### src/rtl/if_stage_fetch_buf_if.sv
// Fetch-stage bundle: split req/ack instruction SRAM bus, redirect port and IF->ID handshake.
// master = the fetch stage, slave = the SRAM / ID / redirect side.
interface if_stage_fetch_buf_if;
    logic         inst_sram_req;
    logic         inst_sram_wr;
    logic [1:0]   inst_sram_size;
    logic [3:0]   inst_sram_wstrb;
    logic [31:0]  inst_sram_addr;
    logic [31:0]  inst_sram_wdata;
    logic         inst_sram_addr_ok;
    logic         inst_sram_data_ok;
    logic [31:0]  inst_sram_rdata;
    logic         flush_valid;
    logic [31:0]  flush_target;
    logic         ID_allowin;
    logic         IF_to_ID_valid;
    logic [111:0] IF_to_ID_BUS;

    modport master (
        output inst_sram_req, inst_sram_wr, inst_sram_size, inst_sram_wstrb,
               inst_sram_addr, inst_sram_wdata, IF_to_ID_valid, IF_to_ID_BUS,
        input  inst_sram_addr_ok, inst_sram_data_ok, inst_sram_rdata,
               flush_valid, flush_target, ID_allowin
    );

    modport slave (
        input  inst_sram_req, inst_sram_wr, inst_sram_size, inst_sram_wstrb,
               inst_sram_addr, inst_sram_wdata, IF_to_ID_valid, IF_to_ID_BUS,
        output inst_sram_addr_ok, inst_sram_data_ok, inst_sram_rdata,
               flush_valid, flush_target, ID_allowin
    );
endinterface

### src/rtl/if_stage_fetch_buf.sv
// IF stage with up to FIFO_DEPTH fetches in flight and an in-order buffer; an instruction reaches ID
// the cycle after its data_ok; requests stall when buffer + pending discards fill FIFO_DEPTH credits.
module if_stage_fetch_buf #(
    parameter logic [31:0] RESET_PC   = 32'h1C000000,
    parameter int          FIFO_DEPTH = 4
) (
    input  logic                  clk,
    input  logic                  reset,
    if_stage_fetch_buf_if.master  fb
);
    localparam int PW = $clog2(FIFO_DEPTH);
    localparam int CW = $clog2(FIFO_DEPTH + 1);

    typedef struct packed {
        logic [31:0] pc;
        logic [31:0] inst;
        logic        ex;
        logic        filled;
    } entry_t;

    entry_t          ent_q [FIFO_DEPTH];
    logic [31:0]     fetch_pc;
    logic [PW-1:0]   alloc_ptr;
    logic [PW-1:0]   fill_ptr;
    logic [PW-1:0]   rd_ptr;
    logic [CW-1:0]   count;
    logic [CW-1:0]   unfilled;
    logic [CW-1:0]   discard_cnt;
    logic            halted;

    logic [CW:0]     occupancy;
    logic            credit;
    logic            fetch_go;
    logic            aligned;
    logic            accept;
    logic            adef;
    logic            alloc;
    logic            pop;
    logic            fill;
    logic            drop;
    entry_t          head;

    // Stale responses still hold a credit, so in-flight traffic never exceeds FIFO_DEPTH.
    assign occupancy = {1'b0, count} + {1'b0, discard_cnt};
    assign credit    = occupancy < (CW+1)'(FIFO_DEPTH);
    assign fetch_go  = !reset && !fb.flush_valid && !halted && credit;
    assign aligned   = (fetch_pc[1:0] == 2'b00);
    assign accept    = fb.inst_sram_req && fb.inst_sram_addr_ok;
    assign adef      = fetch_go && !aligned;
    assign alloc     = accept || adef;
    assign fill      = fb.inst_sram_data_ok && !fb.flush_valid && (discard_cnt == '0);
    assign drop      = fb.inst_sram_data_ok && !fb.flush_valid && (discard_cnt != '0);
    assign head      = ent_q[rd_ptr];
    assign pop       = fb.IF_to_ID_valid && fb.ID_allowin;

    assign fb.inst_sram_req   = fetch_go && aligned;
    assign fb.inst_sram_wr    = 1'b0;
    assign fb.inst_sram_size  = 2'b10;
    assign fb.inst_sram_wstrb = 4'h0;
    assign fb.inst_sram_addr  = {fetch_pc[31:2], 2'b00};
    assign fb.inst_sram_wdata = 32'h0;

    assign fb.IF_to_ID_valid = !reset && (count != '0) && head.filled && !fb.flush_valid;
    assign fb.IF_to_ID_BUS   = {head.pc, head.inst, head.ex,
                                head.ex ? 15'h0008 : 15'h0000,
                                head.ex ? head.pc  : 32'h0};

    always_ff @(posedge clk) begin
        if (reset) begin
            for (int i = 0; i < FIFO_DEPTH; i++) begin
                ent_q[i] <= '0;
            end
            fetch_pc    <= RESET_PC;
            alloc_ptr   <= '0;
            fill_ptr    <= '0;
            rd_ptr      <= '0;
            count       <= '0;
            unfilled    <= '0;
            discard_cnt <= '0;
            halted      <= 1'b0;
        end else if (fb.flush_valid) begin
            for (int i = 0; i < FIFO_DEPTH; i++) begin
                ent_q[i].filled <= 1'b0;
            end
            fetch_pc    <= fb.flush_target;
            alloc_ptr   <= '0;
            fill_ptr    <= '0;
            rd_ptr      <= '0;
            count       <= '0;
            unfilled    <= '0;
            halted      <= 1'b0;
            // A same-cycle data_ok retires one outstanding response, stale or live alike.
            discard_cnt <= discard_cnt + unfilled - CW'(fb.inst_sram_data_ok);
        end else begin
            if (alloc) begin
                ent_q[alloc_ptr] <= '{pc: fetch_pc, inst: 32'h0, ex: adef, filled: adef};
                alloc_ptr        <= alloc_ptr + PW'(1);
            end
            if (accept) begin
                fetch_pc <= fetch_pc + 32'd4;
            end
            if (adef) begin
                halted <= 1'b1;
            end
            if (fill) begin
                ent_q[fill_ptr].inst   <= fb.inst_sram_rdata;
                ent_q[fill_ptr].filled <= 1'b1;
                fill_ptr               <= fill_ptr + PW'(1);
            end
            if (drop) begin
                discard_cnt <= discard_cnt - CW'(1);
            end
            if (pop) begin
                rd_ptr <= rd_ptr + PW'(1);
            end
            count    <= count + CW'(alloc) - CW'(pop);
            unfilled <= unfilled + CW'(accept) - CW'(fill);
        end
    end
endmodule

### src/flat_wrapper.sv
// flat-port wrapper written by rule: the top's interface ports become plain ports
module if_stage_fetch_buf_flat 
#(
    parameter logic [31:0] RESET_PC   = 32'h1C000000,
    parameter int          FIFO_DEPTH = 4
)
  (clk, reset, fb_inst_sram_req, fb_inst_sram_wr, fb_inst_sram_size, fb_inst_sram_wstrb, fb_inst_sram_addr, fb_inst_sram_wdata, fb_IF_to_ID_valid, fb_IF_to_ID_BUS, fb_inst_sram_addr_ok, fb_inst_sram_data_ok, fb_inst_sram_rdata, fb_flush_valid, fb_flush_target, fb_ID_allowin);
  if_stage_fetch_buf_if fb_i ();
  input  logic clk;
  input  logic reset;
  output wire logic [$bits(fb_i.inst_sram_req)-1:0] fb_inst_sram_req;
  output wire logic [$bits(fb_i.inst_sram_wr)-1:0] fb_inst_sram_wr;
  output wire logic [$bits(fb_i.inst_sram_size)-1:0] fb_inst_sram_size;
  output wire logic [$bits(fb_i.inst_sram_wstrb)-1:0] fb_inst_sram_wstrb;
  output wire logic [$bits(fb_i.inst_sram_addr)-1:0] fb_inst_sram_addr;
  output wire logic [$bits(fb_i.inst_sram_wdata)-1:0] fb_inst_sram_wdata;
  output wire logic [$bits(fb_i.IF_to_ID_valid)-1:0] fb_IF_to_ID_valid;
  output wire logic [$bits(fb_i.IF_to_ID_BUS)-1:0] fb_IF_to_ID_BUS;
  input wire logic [$bits(fb_i.inst_sram_addr_ok)-1:0] fb_inst_sram_addr_ok;
  input wire logic [$bits(fb_i.inst_sram_data_ok)-1:0] fb_inst_sram_data_ok;
  input wire logic [$bits(fb_i.inst_sram_rdata)-1:0] fb_inst_sram_rdata;
  input wire logic [$bits(fb_i.flush_valid)-1:0] fb_flush_valid;
  input wire logic [$bits(fb_i.flush_target)-1:0] fb_flush_target;
  input wire logic [$bits(fb_i.ID_allowin)-1:0] fb_ID_allowin;
  assign fb_inst_sram_req = fb_i.inst_sram_req;
  assign fb_inst_sram_wr = fb_i.inst_sram_wr;
  assign fb_inst_sram_size = fb_i.inst_sram_size;
  assign fb_inst_sram_wstrb = fb_i.inst_sram_wstrb;
  assign fb_inst_sram_addr = fb_i.inst_sram_addr;
  assign fb_inst_sram_wdata = fb_i.inst_sram_wdata;
  assign fb_IF_to_ID_valid = fb_i.IF_to_ID_valid;
  assign fb_IF_to_ID_BUS = fb_i.IF_to_ID_BUS;
  assign fb_i.inst_sram_addr_ok = fb_inst_sram_addr_ok;
  assign fb_i.inst_sram_data_ok = fb_inst_sram_data_ok;
  assign fb_i.inst_sram_rdata = fb_inst_sram_rdata;
  assign fb_i.flush_valid = fb_flush_valid;
  assign fb_i.flush_target = fb_flush_target;
  assign fb_i.ID_allowin = fb_ID_allowin;
  if_stage_fetch_buf #(.RESET_PC(RESET_PC), .FIFO_DEPTH(FIFO_DEPTH)) u_core (.clk(clk), .reset(reset), .fb(fb_i));
endmodule
### config.mk
export PLATFORM = sky130hd
export DESIGN_NAME = if_stage_fetch_buf_flat
export DESIGN_NICKNAME = d
export VERILOG_FILES = /design/src/rtl/if_stage_fetch_buf_if.sv /design/src/rtl/if_stage_fetch_buf.sv /design/src/flat_wrapper.sv
export SDC_FILE = /design/constraint.sdc
export NUM_CORES = 1
export LEC_CHECK = 0
export CELL_PAD_IN_SITES_DETAIL_PLACEMENT = 0
export CELL_PAD_IN_SITES_GLOBAL_PLACEMENT = 1
export CORE_MARGIN = 1.5
export CORE_UTILIZATION = 38
export CTS_CLUSTER_SIZE = 24
export DETAILED_ROUTE_END_ITERATION = 8
export PLACE_DENSITY = 0.72
export SLEW_MARGIN = 40
export SYNTH_ARGS = -nofsm -noshare
export SYNTH_HDL_FRONTEND = slang
export SYNTH_SLANG_ARGS = --single-unit
### constraint.sdc
create_clock -name clk -period 3.5 [get_ports clk]
set_input_delay 0.7 -clock clk [delete_from_list [all_inputs] [get_ports clk]]
set_output_delay 0.7 -clock clk [all_outputs]
set_load 0.01 [all_outputs]
======== Yosys cells after proc, flatten, opt, wreduce, memory -nomap -nowiden ========
Memories as Yosys holds them, arrays and structs flattened. A register that Yosys moved wholly into a read port is not among the register bits.
Cells that the tools add are included.
W data, S select, Z words.
word-level totals
  output and inout port bits .............. 185
  register bits after elaboration ......... 48
  memories kept ........................... 1
  logic and storage cells ................. 84
  bits in writable memories ............... 264
operators by class
  add/sub/neg operators ................... 12
  bitwise logic cells ..................... 4
  muxes and demuxes ....................... 31
  reduce and logical (&&, ||, !) cells .... 27
  order comparisons ....................... 1
memory list
  name          depth  bits a word  rd ports  clocked after Yosys merged registers in  wr ports  line                      RTL
  u_core.ent_q  4      66           1         1                                        4         if_stage_fetch_buf.sv:21  entry_t ent_q [FIFO_DEPTH];
operator list
  cell                     number
  $mux W66                 2
  $reduce_or A66 Y1        2
  $mux W32                 3
  $add A32 B3 Y32 const B  1
  $mux W1                  17
  $logic_and A1 B1 Y1      13
  $mux W2                  5
  $mux W3                  3
  $sub A3 B1 Y3            3
  $add A2 B1 Y2 const B    3
  $add A3 B1 Y3            2
  $reduce_bool A3 Y1       2
  $add A3 B3 Y4            1
  $logic_not A1 Y1         4
  $lt A4 B3 Y1 const B     1
  $mux W4                  1
  $or A1 B1 Y1             4
  $reduce_bool A2 Y1       2
  $add A3 B3 Y3            1
  $logic_not A3 Y1         1
  $sub A3 B1 Y3 const B    1
  $logic_not A2 Y1         1
  $reduce_or A2 Y1         1
  $logic_or A1 B1 Y1       1

======== Longest topological paths before layout ========
  depth in word-level cells ............... 13
  depth in mapped cells ................... 12
  mapped depth without buffers ............ 11

======== Worst setup path before layout ========
Ideal clock, no wire load.
  kind .................................... input port to flip-flop
  start ................................... input port fb_flush_valid
  end ..................................... memory u_core.ent_q[1][10] in the netlist's numbering (enable)
  setup slack ............................. 37 ps
  setup time .............................. 375 ps
  cell stages on the path ................. 7
  arrival ................................. 3,088 ps
  cell sequence ........................... clkbuf_1 or2_2 a2111oi_4 buf_6 nand2_4 nand2_1 or2_2
RTL lines
  what         line                      RTL
  from (decl)  flat_wrapper.sv:22        input wire logic [$bits(fb_i.flush_valid)-1:0] fb_flush_valid;
  to (decl)    if_stage_fetch_buf.sv:21

==> results.ini <==
[run_status]
outcome=finished, final reports clean

[sta]
min_period_over_period=0.946
fin_worst_skew_ns=0.0158
holdWs_ns=0.468
worst_pin_slew_ns=0.671
slew_headroom=0.552
min_period_ns=3.31
rsz0062_at_grt=no
drv_slew=0
hold_viol=0
setup_viol=0
fin_ws_ns=0.190
fmax_mhz=302
finalSetupTns_ns=0

[detailed_routing]
wl_per_cell_um=20.6
vias=9737
dr.pass1.iters=5
ant_nets=0
viasPerCell=5.24
drc_errors=0
drt-initial-drc-count=732
finalWirelength_um=38300

[critical_path]
critPathSlowestCell=dfxtp_4
cp-end-kind=output pin
required_ns=2.80
cp_data_arrival_time_ns=2.61
crit_fanout=20
crit_buf_inv=2
cpPeakStageDelay_ns=0.54
cp-start-kind=flip-flop
cp_cell_sequence=buf_4, mux4_2, and2_1, clkdlybuf4s50_1
worstSetupPathType=flip-flop to output pin
cp_top_family=buffers and inverters

[synth]
ys_seq_area_frac=0.585
netlist_top_cells_count=260 x edfxtp_1, 241 x and3_1, 87 x buf_4
synthCells=1156
ys_warn_count=0
ys_seq_elements=314
synth-edff-count=260
synthArstFlopShare=0
synth_top_area_share=0.514
yosysMostFrequentCell=edfxtp_1
yosysUniqueCellTypes=57
syn_area_per_cell_um2=13.1
yosys-top-cells-area=edfxtp_1 51%, and3_1 9.9%, mux4_2 9.8%
synth_ff_type=edfxtp_1
synth_area_leader_cell=edfxtp_1
netlist_area_um2=15200

[global_routing]
grt_use_total=0.185
grt_pass1_wl_um=58100
overflow=0
grt_pass1_vias=9592
grt_max_degree=129
antenna_found_initial=1

[clock_network]
clkSinkCount=314
clk_pin_slew_ns=0.06
post_cts_resized=0
root_buffer=clkbuf_16
post_cts_buffers=0
clock_latency_ns=0.52
hold_buffers=0
cts_tree=built
cts_buffer_depth=3
htree_levels=2
numCtsBuffers=36

[job]
cap_violations=0

[power]
cellPowerDensity_nw_per_um2=489
p_leak_nw=7.50
ir_worst_vdd_mv=0.255

[floorplanning]
core_um2=39500
die_area_um2=41200
dieHeight_um=203
ios=255
initial_utilization=0.384
num_rows=73
fp.dieW_um=203

[final_layout]
drive_above_1_share=0.128
antenna_cells=0
nets=1402
area_growth_pct=21.7
filler_cell_count=3529

[place]
gp_congestion=0.766
pre_cts_slack_ns=0.448
port-buffer-count=199
dpl.hpwl_um=23500

[worst_hold_path]
hp-class=flip-flop to flip-flop

==> routing by layer <==
metal	vias to the layer above	wire length, um	GRT usage	part of all wire
met1	4933	17600	0.265	0.46
met4	0	516	0.0444	0.013
li1	4508	-	-	-
met2	266	18200	0.296	0.47
met5	-	0	0	0
met3	30	2000	0.0265	0.052
==> sequential cells by signal, indices dropped and copies added, names as in the netlist, named ones only <==
| register | cells |
|---|---|
| u_core.fill_ptr | 2 |
| u_core.rd_ptr | 2 |
| u_core.unfilled | 3 |
| u_core.alloc_ptr | 2 |
| u_core.fetch_pc | 32 |
| u_core.halted | 1 |
| u_core.count | 3 |
| u_core.ent_q | 264 |
| u_core.discard_cnt | 3 |
==> cell families (layout without fill, tap and decap cells) <==
family | after synthesis | after routing | share of synthesized area
fa+ha+maj | 23 | 23 | 0.0204
buf+inv | 203 | 326 | 0.0735
simple gates | 448 | 448 | 0.173
xor+xnor | 18 | 18 | 0.0104
flops | 314 | 314 | 0.585
other cells | 2 | 55 | 0.000494
compound gates | 74 | 74 | 0.0342
mux | 74 | 74 | 0.103
==> layout by cell type (no fill, tap or decap), drive strengths merged, types with 5 or more instances in the layout <==
cell           count
conb              55
ha                20
a31oi              5
nand3             20
o21a               6
inv               29
clkdlybuf4s50    199
dfxtp             54
a211oi             5
buf               37
nand2             30
o21ai             10
a21oi             20
and3             241
nor2              60
xnor2             15
or4                5
nor3               8
clkbuf            46
mux4              66
mux2i              6
and2              44
edfxtp           260
or2                5
nand4             21
clkinv            15
==> cell type report <==
| class | count | area (um2) | share of cell area |
|---|---|---|---|
| timing repair buffer | 236 | 2390 | 0.130 |
| clock inverter | 15 | 70.1 | 0.00379 |
| tap | 525 | 657 | 0.0355 |
| sequential | 314 | 8900 | 0.481 |
| inverter | 29 | 109 | 0.00589 |
| multi-input combinational | 692 | 5400 | 0.292 |
| clock buffer | 46 | 960 | 0.0519 |
==> worst register-to-register path: stages, from the launching register on <==
cell	delay (ns)
dfxtp_1	0.39
ha_1	0.27
or4_4	0.51
a2111oi_4	0.30
buf_4	0.26
nand2_4	0.12
nand2_1	0.16
or2_2	0.16
buf_12	0.22
==> stage by stage <==
stage | area [um2] | power, mW | util | instances
floorplan | 15400 | 5.18 | - | 1209
global placement | 17500 | 5.74 | 0.441 | 1796
detailed placement | 17500 | 5.76 | 0.441 | 1796
CTS | 18500 | 9.13 | 0.467 | 1857
global route | 18500 | 9.39 | 0.467 | 1857
finish | 18500 | 9.04 | 0.467 | 1857
==> worst paths after layout <==
path	start	endpoint	slack (ns)	cells past startpoint
worst min register to register	u_core.halted$_SDFFE_PP0P_	u_core.halted$_SDFFE_PP0P_	0.47	2
worst max register to register	u_core.count[2]$_SDFF_PP0_	u_core.ent_q[1][9]$_DFFE_PP_	0.76	8
worst max-delay path	flip-flop	fb_IF_to_ID_BUS[4]	0.19	4
worst min-delay path	u_core.halted$_SDFFE_PP0P_	u_core.halted$_SDFFE_PP0P_	0.47	2
==> power by group <==
group / leakage (nW) / switching [mW] / total, mW / internal, mW
clock: 0.509 / 1.44 / 3.37 / 1.93
combinational: 3.84 / 0.679 / 1.27 / 0.591
sequential: 3.14 / 0.124 / 4.40 / 4.27
No activity file was read; power rests on OpenSTA's default activity.
